### config.mk
export PLATFORM = sky130hd
export DESIGN_NAME = spi_cfg_sync
export DESIGN_NICKNAME = d
export VERILOG_FILES = /design/src/rtl/spi_cfg_sync.sv
export SDC_FILE = /design/constraint.sdc
export NUM_CORES = 1
export LEC_CHECK = 0
export BUFFER_PORTS_ARGS = -buffer_cell sky130_fd_sc_hd__buf_4
export CORE_UTILIZATION = 48
export CTS_CLUSTER_DIAMETER = 120
export DETAILED_ROUTE_END_ITERATION = 8
export PLACE_DENSITY = 0.66
export SYNTH_ARGS = -nofsm -noshare
export SYNTH_HDL_FRONTEND = slang
export SYNTH_SLANG_ARGS = --single-unit
### constraint.sdc
create_clock -name clk -period 2.05 [get_ports clk]
set_input_delay 0.205 -clock clk [delete_from_list [all_inputs] [get_ports clk]]
set_output_delay 0.205 -clock clk [all_outputs]
set_load 0.005 [all_outputs]
### src/rtl/spi_cfg_sync.sv
// AXI-to-SPI configuration synchronizer: per-field multi-flop sync plus stability
// counter, and a snapshot FSM that freezes the config while the SPI subsystem runs.

module spi_cfg_sync_field #(
    parameter int W            = 1,
    parameter int DEPTH        = 3,
    parameter int STABLE_COUNT = 2
) (
    input  logic         clk,
    input  logic         rst,
    input  logic [W-1:0] d,
    output logic [W-1:0] sync,
    output logic         stable
);
    localparam int CW = $clog2(STABLE_COUNT + 1);

    logic [DEPTH-1:0][W-1:0] chain;
    logic [W-1:0]            prev;
    logic [CW-1:0]           cnt;

    assign sync = chain[DEPTH-1];
    // A fresh change is visible as sync != prev one cycle before the counter
    // clears, so gate on it to keep a stale saturated count from vouching for it.
    assign stable = (cnt == CW'(STABLE_COUNT)) && (sync == prev);

    always_ff @(posedge clk) begin
        if (rst) begin
            chain <= '0;
            prev  <= '0;
            cnt   <= '0;
        end else begin
            chain <= {chain[DEPTH-2:0], d};
            prev  <= sync;
            if (sync == prev) begin
                if (cnt != CW'(STABLE_COUNT)) cnt <= cnt + 1'b1;
            end else begin
                cnt <= '0;
            end
        end
    end
endmodule

module spi_cfg_sync #(
    parameter int DEPTH        = 3,
    parameter int STABLE_COUNT = 2
) (
    input  logic        clk,
    input  logic        rst,
    input  logic        spi_en,
    input  logic        integ_en,
    input  logic [14:0] integ_thresh_avg,
    input  logic [31:0] integ_window,
    input  logic [7:0]  dac_n_cs_high_time,
    input  logic [7:0]  adc_n_cs_high_time,
    output logic        spi_en_stable,
    output logic        integ_en_stable,
    output logic [14:0] integ_thresh_avg_stable,
    output logic [31:0] integ_window_stable,
    output logic [7:0]  dac_n_cs_high_time_stable,
    output logic [7:0]  adc_n_cs_high_time_stable,
    output logic        cfg_change_err
);
    typedef enum logic {IDLE, RUN} state_t;
    state_t state;

    logic        en_s, ie_s;
    logic [14:0] th_s;
    logic [31:0] win_s;
    logic [7:0]  dac_s, adc_s;
    logic        en_st, ie_st, th_st, win_st, dac_st, adc_st;

    spi_cfg_sync_field #(.W(1),  .DEPTH(DEPTH), .STABLE_COUNT(STABLE_COUNT)) u_en (
        .clk(clk), .rst(rst), .d(spi_en), .sync(en_s), .stable(en_st));
    spi_cfg_sync_field #(.W(1),  .DEPTH(DEPTH), .STABLE_COUNT(STABLE_COUNT)) u_ie (
        .clk(clk), .rst(rst), .d(integ_en), .sync(ie_s), .stable(ie_st));
    spi_cfg_sync_field #(.W(15), .DEPTH(DEPTH), .STABLE_COUNT(STABLE_COUNT)) u_th (
        .clk(clk), .rst(rst), .d(integ_thresh_avg), .sync(th_s), .stable(th_st));
    spi_cfg_sync_field #(.W(32), .DEPTH(DEPTH), .STABLE_COUNT(STABLE_COUNT)) u_win (
        .clk(clk), .rst(rst), .d(integ_window), .sync(win_s), .stable(win_st));
    spi_cfg_sync_field #(.W(8),  .DEPTH(DEPTH), .STABLE_COUNT(STABLE_COUNT)) u_dac (
        .clk(clk), .rst(rst), .d(dac_n_cs_high_time), .sync(dac_s), .stable(dac_st));
    spi_cfg_sync_field #(.W(8),  .DEPTH(DEPTH), .STABLE_COUNT(STABLE_COUNT)) u_adc (
        .clk(clk), .rst(rst), .d(adc_n_cs_high_time), .sync(adc_s), .stable(adc_st));

    logic all_stable, cfg_moved;
    assign all_stable = ie_st && th_st && win_st && dac_st && adc_st;
    assign cfg_moved  = (ie_st  && (ie_s  != integ_en_stable))
                     || (th_st  && (th_s  != integ_thresh_avg_stable))
                     || (win_st && (win_s != integ_window_stable))
                     || (dac_st && (dac_s != dac_n_cs_high_time_stable))
                     || (adc_st && (adc_s != adc_n_cs_high_time_stable));

    always_ff @(posedge clk) begin
        if (rst) begin
            state                     <= IDLE;
            spi_en_stable             <= 1'b0;
            integ_en_stable           <= 1'b0;
            integ_thresh_avg_stable   <= '0;
            integ_window_stable       <= '0;
            dac_n_cs_high_time_stable <= '0;
            adc_n_cs_high_time_stable <= '0;
            cfg_change_err            <= 1'b0;
        end else begin
            case (state)
                IDLE: begin
                    spi_en_stable <= 1'b0;
                    if (en_s && en_st && all_stable) begin
                        integ_en_stable           <= ie_s;
                        integ_thresh_avg_stable   <= th_s;
                        integ_window_stable       <= win_s;
                        dac_n_cs_high_time_stable <= dac_s;
                        adc_n_cs_high_time_stable <= adc_s;
                        spi_en_stable             <= 1'b1;
                        cfg_change_err            <= 1'b0;
                        state                     <= RUN;
                    end
                end
                RUN: begin
                    if (cfg_moved) cfg_change_err <= 1'b1;
                    if (!en_s && en_st) begin
                        spi_en_stable <= 1'b0;
                        state         <= IDLE;
                    end
                end
                default: state <= IDLE;
            endcase
        end
    end
endmodule
Yosys cells after proc, flatten, opt, wreduce, memory -nomap -nowiden
Cells that the tools add are included.
Storage, ports and cells
  logic and storage cells: 116
  output and inout port bits: 66
  flip-flop bits (word level): 339
  input port bits: 67
Cells by class
  bitwise logic cells: 7
  equal/unequal tests: 26
  reductions and logical operators: 31
  mux-type cells: 8
  add/subtract/negate cells: 6
Operator list (count)
  $eq 32x32->1: 1
  $ne 32x32->1: 1
  $logic_and 1x1->1: 18
  $eq 8x8->1: 2
  $ne 8x8->1: 2
  $eq 15x15->1: 1
  $ne 15x15->1: 1
  $ne 2x2->1 const B: 7
  $add 2x1->2 const B: 6
  $eq 2x2->1 const B: 6
  $reduce_or 2->1: 6
  $not 1->1: 7
  $pmux 1 s2: 3
  $mux 1: 5
  $logic_or 1x1->1: 4
  $ne 2x1->1 const B: 2
  $reduce_and 2->1: 2
  $eq 1x1->1: 2
  $logic_not 1->1: 1
  $ne 1x1->1: 1

Longest topological paths before layout
  depth after elaboration: 9
  mapped depth: 10
  depth with buffers taken out: 8

By module
Synthesis repeated with hierarchy kept, for this count alone.
Second synthesis, totals
  cell total of the unflattened synthesis: 1137
  area, all modules: 11797.6 um^2
Modules (own cells, without submodules)
  spi_cfg_sync_field at u_win: area an instance 4119.0 um^2, times used 1, cells an instance 355, sequential area each 2602.5 um^2
  spi_cfg_sync: area an instance 3012.9 um^2, times used 1, cells an instance 378, sequential area each 1341.3 um^2
  spi_cfg_sync_field at u_adc ...: area an instance 1109.8 um^2, times used 2, cells an instance 96, sequential area each 680.7 um^2
  spi_cfg_sync_field at u_th: area an instance 2020.7 um^2, times used 1, cells an instance 174, sequential area each 1241.2 um^2
  spi_cfg_sync_field at u_en ...: area an instance 212.7 um^2, times used 2, cells an instance 19, sequential area each 120.1 um^2

Worst setup path after synthesis
Ideal clock, no wire load.
  kind: reg-to-reg
  start: reg u_th.chain (netlist bit u_th.sync[5])
  end: reg adc_n_cs_high_time_stable[0]
  required time: 1918 ps
  slack: -167 ps
  arrival time: 2085 ps
  stages on the path, launching flop included: 9
  clock period less this slack: 2217 ps
  buffers on the path: 2
  setup time: 132 ps
  path through: dfxtp_1 xor2_1 or4_1 nand4bb_1 or4_1 buf_6 buf_6 o21ai_1 a21oi_1
On the way
  longest elaborated chain between the ends: 8
Ends and longest elaborated chain
  start, declared: RTL line 17  | logic [DEPTH-1:0][W-1:0] chain;
  start signal, assigned: RTL line 32  | chain <= {chain[DEPTH-2:0], d};
  $eq 15x15->1: RTL line 24  | assign stable = (cnt == CW'(STABLE_COUNT)) && (sync == prev);
  $logic_and 1x1->1: RTL line 24
  $logic_and 1x1->1 (4 in a row): RTL line 86  | assign all_stable = ie_st && th_st && win_st && dac_st && adc_st;
  $logic_and 1x1->1: RTL line 107  | if (en_s && en_st && all_stable) begin
  $reduce_and 2->1 (no source line)
  end signal, assigned: RTL line 112  | adc_n_cs_high_time_stable <= adc_s;
  end, declared: RTL line 60  | output logic [7:0] adc_n_cs_high_time_stable,
No other way between the ends.
A chain may end at the register's enable or synchronous reset.

Worst setup path after layout
  start: reg u_th.prev[5]
  end: reg integ_window_stable[26]
On the way
  longest elaborated chain between the ends: 8
Ends and longest elaborated chain
  start, declared: RTL line 18  | logic [W-1:0] prev;
  start signal, assigned: RTL line 33  | prev <= sync;
  $eq 15x15->1: RTL line 24
  $logic_and 1x1->1: RTL line 24
  $logic_and 1x1->1 (4 in a row): RTL line 86
  $logic_and 1x1->1: RTL line 107
  $reduce_and 2->1 (no source line)
  end signal, assigned: RTL line 110  | integ_window_stable <= win_s;
  end, declared: RTL line 58  | output logic [31:0] integ_window_stable,
No other way between the ends.

==> results.py <==
metrics = {
    "worst_setup_path": {
        "reg2reg_depth": 7,
        "crit_type": "reg -> reg",
        "reg2reg_slack_ns": -0.30,
        "rr_endpoint": "integ_window_stable[26]$_SDFFE_PP0P_",
        "arrival_ns": 2.70,
        "cp.required_ns": 2.40,
        "worstSetupEndpointType": "flop",
        "r2r-start": "u_th.prev[5]$_SDFF_PP0_",
        "crit_start": "u_th.prev[5]$_SDFF_PP0_",
        "worstSetupStartpointType": "flop",
        "crit_fanout": 29,
    },
    "clocking": {
        "cts_tree": "yes",
        "clkTransAtPathRegs_ns": 0.06,
        "clk_latency_ns": 0.52,
        "htreeDepth": 2,
        "root_buffer": "clkbuf_16",
        "cts.sinks": 339,
        "cts_made_buffers": 35,
        "cts_max_path_buffers": 3,
        "cts_setup_buffers": 0,
    },
    "floorplan": {
        "initial_utilization": 0.490,
        "ios": 133,
        "rows": 56,
        "die_h_um": 157,
        "dieArea_mm2": 0.0247,
        "die_w_um": 157,
        "core-area_mm2": 0.0235,
    },
    "power_and_ir_drop": {
        "p_leak_nw": 6.26,
        "switching_share": 0.212,
        "intPower_mw": 11.0,
        "p_comb_frac": 0.067,
        "p_seq_frac": 0.492,
        "powerDensity_mw_per_mm2": 906,
        "p_sw_mw": 2.96,
        "ir_worst_vdd_mv": 0.626,
        "clkPwrFrac": 0.441,
    },
    "cells_and_area": {
        "drive_above_1_share": 0.227,
        "final_common_cell": "dfxtp_1",
        "nNetsFinal": 1446,
        "multi_input_area_mm2": 0.00455,
        "ff_latch_area_mm2": 0.00680,
        "antennaDiodeCount": 0,
        "final_cell_mix": "dfxtp_1 (331), nor2b_1 (261), buf_4 (213)",
        "nFillCells": 1933,
        "area_growth_pct": 34.0,
    },
    "logic_synthesis": {
        "synth_edf_count": 0,
        "syn_inst": 1104,
        "synth_nets": 1177,
        "yosys-top-cells-area": "dfxtp_1 (59%), nor2b_1 (14%), xnor2_1 (7.8%)",
        "synth_top_area_cell": "dfxtp_1",
        "ys_async_sr_fraction": 0,
        "synth_seq_cells": 339,
        "netlist.area_leader.share": 0.588,
        "yosys_most_used_dff": "dfxtp_1",
        "synthesis.area_mm2": 0.0115,
        "ys_warn_count": 0,
        "yosysUniqueCellTypes": 32,
        "syn_avg_cell_area_um2": 10.4,
        "synth-seq-area-share": 0.588,
    },
    "worst_hold_path": {
        "hold_depth": 2,
        "worstHoldStart": "rst",
        "hold_class": "in -> reg",
        "min_to": "u_win.chain[0]$_SDFF_PP0_",
    },
    "placement": {
        "place_congestion": 0.838,
        "dpl.hpwl_um": 15600,
        "portBuffers": 132,
        "post-place-ws_ns": -0.491,
    },
    "sta": {
        "min_period_ns": 2.35,
        "setup_tns_ns": -16.08,
        "rsz0062_at_grt": "true",
        "min_period_over_period": 1.14,
        "worst_slew_pin_slew_ns": 0.788,
        "max-slew-margin-rel": 0.475,
        "clock.fmax_mhz": 426,
        "skew_ns": 0.0220,
        "slew_violations": 0,
        "hold_violations": 0,
        "setup_viol": 66,
        "setup_slack_ns": -0.295,
    },
    "job": {
        "drv_cap": 0,
    },
    "grt": {
        "grt.overflow.total": 0,
        "grt_pass1_wl_um": 38500,
        "grt_max_degree": 122,
        "first_global_vias": 7775,
        "grt.total_usage": 0.198,
        "antenna_found_initial": 0,
    },
    "routing": {
        "drc": 0,
        "first_pass_iters": 4,
        "wl_per_cell_um": 14.0,
        "wl_um": 24000,
        "drt-initial-drc-count": 349,
        "viasPerCell": 4.73,
        "vias": 8129,
        "antenna_left": 0,
    },
    "run_status": {
        "outcome": "finished with violations",
        "violations": "setup timing",
    },
}
## metal layers
layer  track usage  part of all wire
met2         0.332              0.48
met5             0                 0
met3        0.0377             0.044
met4        0.0620             0.019
met1         0.256              0.46
## cell type report
| cell class | instances | share of cell area |
|---|---|---|
| Clock buffer | 55 | 0.0687 |
| Clock inverter | 8 | 0.00518 |
| Inverter | 8 | 0.00194 |
| Multi-Input combinational cell | 693 | 0.294 |
| Sequential cell | 339 | 0.440 |
| Tap cell | 319 | 0.0258 |
| Timing Repair Buffer | 296 | 0.165 |
## flip-flops by register name, summed over array words and instances (netlist names), 8 cells and up
| signal | flops |
|---|---|
| u_dac.chain | 16 |
| u_th.chain | 30 |
| u_adc.sync | 8 |
| u_win.sync | 32 |
| u_th.sync | 15 |
| dac_n_cs_high_time_stable | 8 |
| u_adc.chain | 16 |
| u_dac.prev | 8 |
| u_th.prev | 15 |
| u_adc.prev | 8 |
| adc_n_cs_high_time_stable | 8 |
| u_dac.sync | 8 |
| u_win.chain | 64 |
| integ_window_stable | 32 |
| integ_thresh_avg_stable | 15 |
| u_win.prev | 32 |
## worst max-delay path by stage
stage / endpoint / depth (start not counted)
final: integ_window_stable[26]$_SDFFE_PP0P_ / 7
after global routing: integ_window_stable[30]$_SDFFE_PP0P_ / 7
after CTS: integ_window_stable[31]$_SDFFE_PP0P_ / 7
after detailed placement: integ_window_stable[6]$_SDFFE_PP0P_ / 7
after global placement: integ_window_stable[21]$_SDFFE_PP0P_ / 7
after floorplan: adc_n_cs_high_time_stable[1]$_SDFFE_PP0P_ / 8
## kinds of logic (layout without fill, tap and decap cells)
kind of cell	count (synthesis)	in the layout	synth area share
adders and majority gates	6	6	0.00651
buffers and inverters	72	367	0.0290
and+or+nand+nor	412	412	0.212
AOI/OAI and AO/OA	142	142	0.0631
xor gates and xnor gates	133	133	0.101
DFF	339	339	0.588
## worst max-delay path, cell delays in order, from the launching register on
cell and delay (ns):
dfxtp_1 0.31, xor2_1 0.17, or4_4 0.54, nand4bb_4 0.25, or4_4 0.50, buf_12 0.20
o21ai_1 0.13, a21oi_1 0.07
## power groups by stage
stage	Combinational (mW)	Clock, mW	Sequential [mW]
after floorplan	0.469	0	7.03
after global placement	0.796	0	7.03
after detailed placement	0.813	0	7.04
after CTS	0.920	6.32	6.89
after global routing	1.03	6.61	6.91
final	0.933	6.17	6.89
## what timing repair did
action / in CTS / in global routing
hold endpoints to repair: 65 / 0
gates resized for setup: 16 / 27
hold buffers: 65 / 0
setup endpoints to repair: 67 / 67
pin swaps: 6 / 2
## cell usage after synthesis (8+ instances only)
| library cell | number |
|---|---|
| dfxtp_1 | 339 |
| buf_2 | 9 |
| nand4_1 | 26 |
| inv_1 | 8 |
| nor4_1 | 13 |
| nor2_1 | 21 |
| a21oi_1 | 72 |
| xor2_1 | 30 |
| xnor2_1 | 103 |
| nand3_1 | 69 |
| nor2b_1 | 261 |
| o21ai_1 | 58 |
| clkbuf_1 | 48 |
## metrics by stage
stage / util / hold WS [ns] / area [um^2] / std cells / total power [mW]
2_1_floorplan: - / 0.333 / 11500 / 1104 / 7.50
6_report: 0.657 / 0.205 / 15500 / 1718 / 14.0
3_3_place_gp: 0.573 / 0.415 / 13500 / 1590 / 7.83
4_1_cts: 0.652 / 0.219 / 15300 / 1718 / 14.1
3_5_place_dp: 0.573 / 0.419 / 13500 / 1590 / 7.85
5_1_grt: 0.657 / 0.245 / 15500 / 1718 / 14.6
Power figures use the tool's default switching activity.
